`src/rtl/pulse_period_meter.sv`:
```
// Pulse train period meter: synchronised rise-to-rise timing with lock and timeout.
// Define PULSE_PERIOD_METER_DUTY_EN to also measure high time per period.
module pulse_period_meter #(
    parameter int WIDTH          = 32,
    parameter int SYNC_STAGES    = 2,
    parameter int TIMEOUT_CYCLES = 1000000
) (
    input  logic             clk,
    input  logic             reset,
    input  logic             pulse_in,
    input  logic             enable,
    output logic [WIDTH-1:0] period,
    output logic [WIDTH-1:0] high_time,
    output logic             valid,
    output logic             locked,
    output logic             timeout
);
    localparam logic [WIDTH-1:0] TC  = WIDTH'(TIMEOUT_CYCLES);
    localparam logic [WIDTH-1:0] ONE = WIDTH'(1);

    typedef enum logic [1:0] {
        IDLE,
        ARM,
        MEAS
    } state_e;

    state_e state_q, state_d;

    logic [SYNC_STAGES-1:0] sync_q;
    logic                   s;
    logic                   s_prev_q;
    logic                   rise;

    logic [WIDTH-1:0] cnt_q, cnt_d;
    logic [WIDTH-1:0] period_q, period_d;
    logic             valid_q, valid_d;
    logic             locked_q, locked_d;
    logic             timeout_q, timeout_d;

    assign s    = sync_q[SYNC_STAGES-1];
    assign rise = s & ~s_prev_q;

    always_ff @(posedge clk or posedge reset) begin
        if (reset) begin
            sync_q    <= '0;
            s_prev_q  <= 1'b0;
            state_q   <= IDLE;
            cnt_q     <= '0;
            period_q  <= '0;
            valid_q   <= 1'b0;
            locked_q  <= 1'b0;
            timeout_q <= 1'b0;
        end else begin
            sync_q    <= {sync_q[SYNC_STAGES-2:0], pulse_in};
            s_prev_q  <= s;
            state_q   <= state_d;
            cnt_q     <= cnt_d;
            period_q  <= period_d;
            valid_q   <= valid_d;
            locked_q  <= locked_d;
            timeout_q <= timeout_d;
        end
    end

    always_comb begin
        state_d   = state_q;
        cnt_d     = cnt_q;
        period_d  = period_q;
        valid_d   = 1'b0;
        locked_d  = locked_q;
        timeout_d = timeout_q;
        if (!enable) begin
            state_d   = IDLE;
            cnt_d     = '0;
            period_d  = '0;
            locked_d  = 1'b0;
            timeout_d = 1'b0;
        end else begin
            unique case (state_q)
                IDLE: state_d = ARM;
                ARM: begin
                    // the re-arming rise after a timeout clears the flag
                    if (rise) begin
                        cnt_d     = ONE;
                        timeout_d = 1'b0;
                        state_d   = MEAS;
                    end
                end
                MEAS: begin
                    if (rise) begin
                        period_d  = cnt_q;
                        valid_d   = 1'b1;
                        locked_d  = 1'b1;
                        timeout_d = 1'b0;
                        cnt_d     = ONE;
                    end else if (cnt_q == TC) begin
                        timeout_d = 1'b1;
                        locked_d  = 1'b0;
                        state_d   = ARM;
                    end else begin
                        cnt_d = cnt_q + ONE;
                    end
                end
                default: state_d = IDLE;
            endcase
        end
    end

    assign period  = period_q;
    assign valid   = valid_q;
    assign locked  = locked_q;
    assign timeout = timeout_q;

`ifdef PULSE_PERIOD_METER_DUTY_EN
    logic             fall;
    logic             meas_rise;
    logic [WIDTH-1:0] hcnt_q, hcnt_d;
    logic [WIDTH-1:0] hold_q, hold_d;
    logic [WIDTH-1:0] high_q, high_d;
    logic             fall_seen_q, fall_seen_d;

    assign fall      = ~s & s_prev_q;
    assign meas_rise = enable & rise & (state_q == MEAS);

    always_comb begin
        hcnt_d      = hcnt_q;
        hold_d      = hold_q;
        fall_seen_d = fall_seen_q;
        high_d      = high_q;
        // saturate so a stuck-high input cannot wrap the counter
        if (rise) begin
            hcnt_d      = ONE;
            fall_seen_d = 1'b0;
        end else if (s && hcnt_q != TC) begin
            hcnt_d = hcnt_q + ONE;
        end
        if (fall) begin
            hold_d      = hcnt_q;
            fall_seen_d = 1'b1;
        end
        if (!enable) begin
            high_d = '0;
        end else if (meas_rise) begin
            high_d = fall_seen_q ? hold_q : cnt_q;
        end
    end

    always_ff @(posedge clk or posedge reset) begin
        if (reset) begin
            hcnt_q      <= '0;
            hold_q      <= '0;
            high_q      <= '0;
            fall_seen_q <= 1'b0;
        end else begin
            hcnt_q      <= hcnt_d;
            hold_q      <= hold_d;
            high_q      <= high_d;
            fall_seen_q <= fall_seen_d;
        end
    end

    assign high_time = high_q;
`else
    assign high_time = '0;
`endif

endmodule

```
`config.mk`:
```
export PLATFORM = sky130hd
export DESIGN_NAME = pulse_period_meter
export DESIGN_NICKNAME = d
export VERILOG_FILES = /design/src/rtl/pulse_period_meter.sv
export SDC_FILE = /design/constraint.sdc
export NUM_CORES = 1
export LEC_CHECK = 0
export ABC_CLOCK_PERIOD_IN_PS = 7240
export CORE_MARGIN = 10
export CORE_UTILIZATION = 50
export CTS_CLUSTER_DIAMETER = 80
export DETAILED_ROUTE_END_ITERATION = 7
export PLACE_DENSITY = 0.78
export SLEW_MARGIN = 20
export SYNTH_ARGS = -nofsm -noshare
export SYNTH_HDL_FRONTEND = slang
export SYNTH_SLANG_ARGS = --single-unit
```
`constraint.sdc`:
```
create_clock -name clk -period 7.24 [get_ports clk]
set_clock_uncertainty 0.2 [all_clocks]
set_input_delay 1.086 -clock clk [delete_from_list [all_inputs] [get_ports clk]]
set_output_delay 1.086 -clock clk [all_outputs]
set_load 0.1 [all_outputs]
```
# Word-level counts from Yosys, hierarchy flattened
# Cells that the tools add are included.
dict set report word_totals {
  ff_bits 72
  input_bits 4
  word_cells 54
}
dict set report classes {
  mux 25
  reduce_logical 6
  n_bitwise 2
  add_sub_neg 1
  eq_ne 12
}
# operator n
set op_table {}
lappend op_table {{32-bit 2-to-1 mux} 7}
lappend op_table {{32-bit one-hot mux with 2 select lines} 1}
lappend op_table {{32-bit by 1-bit adder with 32-bit output (second input constant)} 1}
lappend op_table {{32-bit by 20-bit equality test with 1-bit output (second input constant)} 1}
lappend op_table {{1-bit 2-to-1 mux} 11}
lappend op_table {{3-bit != test (second input constant)} 3}
lappend op_table {{3-bit AND reduction} 3}
lappend op_table {{2-bit 2-to-1 mux} 4}
lappend op_table {{4-bit != test (second input constant)} 2}
lappend op_table {{3-bit by 1-bit != test with 1-bit output (second input constant)} 2}
lappend op_table {{2-bit one-hot mux with 3 select lines} 1}
lappend op_table {{2-bit by 1-bit != test with 1-bit output (second input constant)} 2}
lappend op_table {{2-bit AND reduction} 2}
lappend op_table {{2-bit by 1-bit equality test with 1-bit output (second input constant)} 1}
lappend op_table {{2-bit equality test (second input constant)} 1}
lappend op_table {{2-bit logical NOT} 1}
lappend op_table {{1-bit one-hot mux with 2 select lines} 1}
lappend op_table {{1-bit bitwise AND} 1}
lappend op_table {{1-bit NOT} 1}

# Longest topological paths before layout
dict set report logic_depth {
  depth_word 5
  ltp_mapped 8
}

# Worst setup path after synthesis
# OpenSTA, ideal clock, no wires.
dict set report synth_timing {
  path_kind {input -> register}
  start {input enable}
  end {register cnt_q[22]}
  path_slack_ps 4639
  cell_stages 6
  setup_time_ps 66
  arrival_time_ps 2335
  required_ps 6974
  path_cell_list {clkbuf_1 a311oi_2 nand3_1 buf_2 or4_1 nand2_1}
}
dict set report synth_via {
  elab_chain_cells 2
}
# element line_no
set synth_rtl {}
lappend synth_rtl {{start, declared} 11} ;# input logic enable,
lappend synth_rtl {{4-bit != test (no source line), or another cell as far along} --}
lappend synth_rtl {{3-bit AND reduction (no source line)} --}
lappend synth_rtl {{end signal, assigned} 57} ;# cnt_q <= cnt_d;
lappend synth_rtl {{end, declared} 34} ;# logic [WIDTH-1:0] cnt_q, cnt_d;
# Several ways; a longest one is shown, not always the timed one.
# A chain may end at the register's enable or synchronous reset.

# Worst setup path in the final report
dict set report layout_timing {
  start {input enable}
  end {register cnt_q[31]}
}
# The elaborated chain is that of the path after synthesis.

==> results.toml <==
[yosys]
synth_top_flop_cell = "dfrtp_1"
most_used_standard_cells_in_the_synthesized_netlist = "84 x nand2_1, 72 x dfrtp_1, 47 x a21oi_1"
syn-cell-area_mm2 = 0.003635
postSynthCellCount = 406
synthDistinctLibCells = 43
syn_area_per_cell_um2 = 8.953
post-synth-top-area-cell = "dfrtp_1"
synth_area_leaders = "dfrtp_1 50%, nand2_1 8.7%, buf_4 6.6%"
ys_ff_latch = 72
synthMostInstantiatedCell = "nand2_1"
synth_enable_flop_cells = 0
synth_warnings = 0
synth.top_cell.area_share_pct = 49.57
seq_area_frac_synth_pct = 49.57
synth-async-reset-ratio_pct = 100.0

[route]
route.detailed.wl_per_inst_um = 14.48
met3_length_um = 569
detailroute.wirelength.met2_um = 3769
wirelength_met1_um = 3278
detail_route.drc_violations = 0
route.top_layer_used = "met4"
routed-via-count = 2809
vias_per_cell = 5.231
drt-pass1-iter-count = 4
drtAntennaViolNets = 0
wl_um = 7774
initialDrtViolationCount = 170

[die]
die-width_um = 105.3
floorplan.rows = 31
top_level_ports = 71
dieArea_mm2 = 0.01108
initial_utilization_pct = 50.65
placeableCoreArea_mm2 = 0.007176
fp.dieH_um = 105.3

[clock_tree]
post-cts-setup-buffers = 0
cts_tree = "yes"
cts.sink_count = 72
clk_pin_slew_ns = 0.08
clock_tree.root_cell = "clkbuf_8"
postCtsResizedCells = 0
clk_path_buf_depth = 2
worstSkewPairLatency_ns = 0.35
cts-buffers-inserted = 9
post_cts_hold_buffer_count = 0
cts.htree.levels = 3

[sta]
worst_slew_pin_slew_ns = 0.9805
finalHoldViolations = 0
maxSlewHeadroom_pct = 34.43
period_minus_slack_ns = 3.646
post-route-period-util_pct = 50.36
final.setup.worst_slack_ns = 3.594
drv_slew = 0
fin_setup_tns_ns = 0
setup_violations = 0
max_clock_freq_mhz = 274.2
rsz0062_at_grt = "false"

[worst_setup_path]
critPathArrivalTime_ns = 3.72
cp.required_ns = 7.31
path_max_fanout = 14
timing_worst_setup_path_type = "in2reg"
start_kind = "input pin"
worst_setup_path_end_kind = "register"

[power_and_ir_drop]
share_seq_of_total_power_pct = 50.8
power_per_cell_area_mw_per_mm2 = 195.1
power.share.clock_pct = 35.7
vdd.ir_drop.worst_mv = 0.1081
share_comb_of_total_power_pct = 13.5
switchingPower_uw = 249.2
leakage_uw = 0.001648
power_switching_share_pct = 31.00
p_int_uw = 554.6

[placement]
place_area_mm2 = 0.003944
gpl.final_weighted_congestion = 0.8754
dpl.hpwl_um = 5417
io_buffers = 38
place_ws_ns = 3.290

[finish]
number_of_diodes = 0
stdcell_area_mm2 = 0.004119
drive_above_1_share_pct = 5.936
num-nets-final = 440
area.growth.synth_to_final_pct = 13.32
layout.core_utilization_pct = 57.40

[run_status]
outcome = "finished, final reports clean"

[grt]
global_route_wire_length_before_repair_um = 13010
grt_max_degree = 73
global_route.usage.total_pct = 13.95
grt_antenna_before_repair = 0
vias_in_the_first_global_route = 2696
overflow = 0

[worst_hold_path]
worstHoldPathType = "reg2reg"

[run]
drv_cap = 0
[layer usage]
layer  vias up  track usage [%]
li1       1388                -
met1      1336            16.50
met2        69            22.27
met3        16            5.238
met4         0            5.980
met5         -                0
[worst max-delay path, cell delays in order]
cell and delay (ns):
clkdlybuf4s50_1 0.58, a311oi_2 0.73, nand3_1 0.55, or4_1 0.61, a21oi_1 0.15
[path summary, 6_finish.rpt]
path / from / to / slack (ns) / cells after the start
setup / recovery: enable / cnt_q[31] / 3.59 / 5
hold / removal: sync_q[0] / sync_q[1] / 0.16 / 0
setup reg to reg: state_q[1] / cnt_q[31] / 4.15 / 5
hold reg to reg: sync_q[0] / sync_q[1] / 0.16 / 0
max in group asynchronous: reset / cnt_q[30] / 5.14 / 3
min in group asynchronous: reset / period[14] / 1.13 / 3
[state kept, by name, indices dropped and copies added (netlist names)]
name / flops
cnt_q: 32
locked: 1
period: 32
s_prev_q: 1
state_q: 2
sync_q: 2
timeout: 1
valid: 1
[power by group through the flow]
stage | logic [µW] | clock network, µW | registers [µW]
after floorplan | 112 | 0 | 416
after global placement | 108 | 0 | 416
after detailed placement | 108 | 0 | 416
after CTS | 108 | 290 | 408
after global routing | 114 | 309 | 409
final | 109 | 287 | 408
[stage by stage]
step / instances / total power [µW] / hold slack, ns
3_3_place_gp: 522 / 523.8 / 0.1357
5_1_grt: 537 / 832.4 / 0.1694
4_1_cts: 537 / 806.3 / 0.1659
3_5_place_dp: 522 / 524.5 / 0.1484
6_report: 537 / 803.8 / 0.1608
2_1_floorplan: 437 / 528.2 / 0.1312
[placed cells by master (no fill, tap or decap), types with 2 or more instances in the layout]
cell              n
and2_1            2
nor2_1           23
o21a_1            3
o31ai_1           6
xnor2_1           2
nor4_1            5
o21ai_0          10
clkbuf_8         11
o21ai_1           2
xor2_1           11
nand3_1          12
ha_1              2
or3_1             8
inv_2             2
clkinv_2          2
nand4_1          14
nand2_1          84
clkdlybuf4s50_1  38
inv_1             6
nor4b_1           3
nor3_1            2
a21oi_1          47
and3_1            3
o211ai_1          3
nand2b_1          3
buf_4             3
or2_2             2
mux2i_1           2
conb_1           32
or4_1             7
o22ai_1           2
dfrtp_1          72
[cells by family after synthesis]
family / after synthesis / synth area share, %
compound gates: 78 / 12.43
simple gates: 175 / 23.51
buf+inv: 63 / 10.02
fa+ha+maj: 2 / 0.6884
other cells: 1 / 0.1032
mux: 2 / 0.5508
xor+xnor: 13 / 3.133
flops: 72 / 49.57
[layout make-up]
type / instances / area, µm²
well taps: 99 / 123.9
clock inverters: 3 / 17.52
clock buffers: 12 / 155.1
inverters: 8 / 30.03
flip-flops and latches: 72 / 1802
repair buffers: 41 / 402.9
fillers: 651 / 3057
multi-input cells: 302 / 1588
Note: power is estimated with default switching activity, not from simulation.
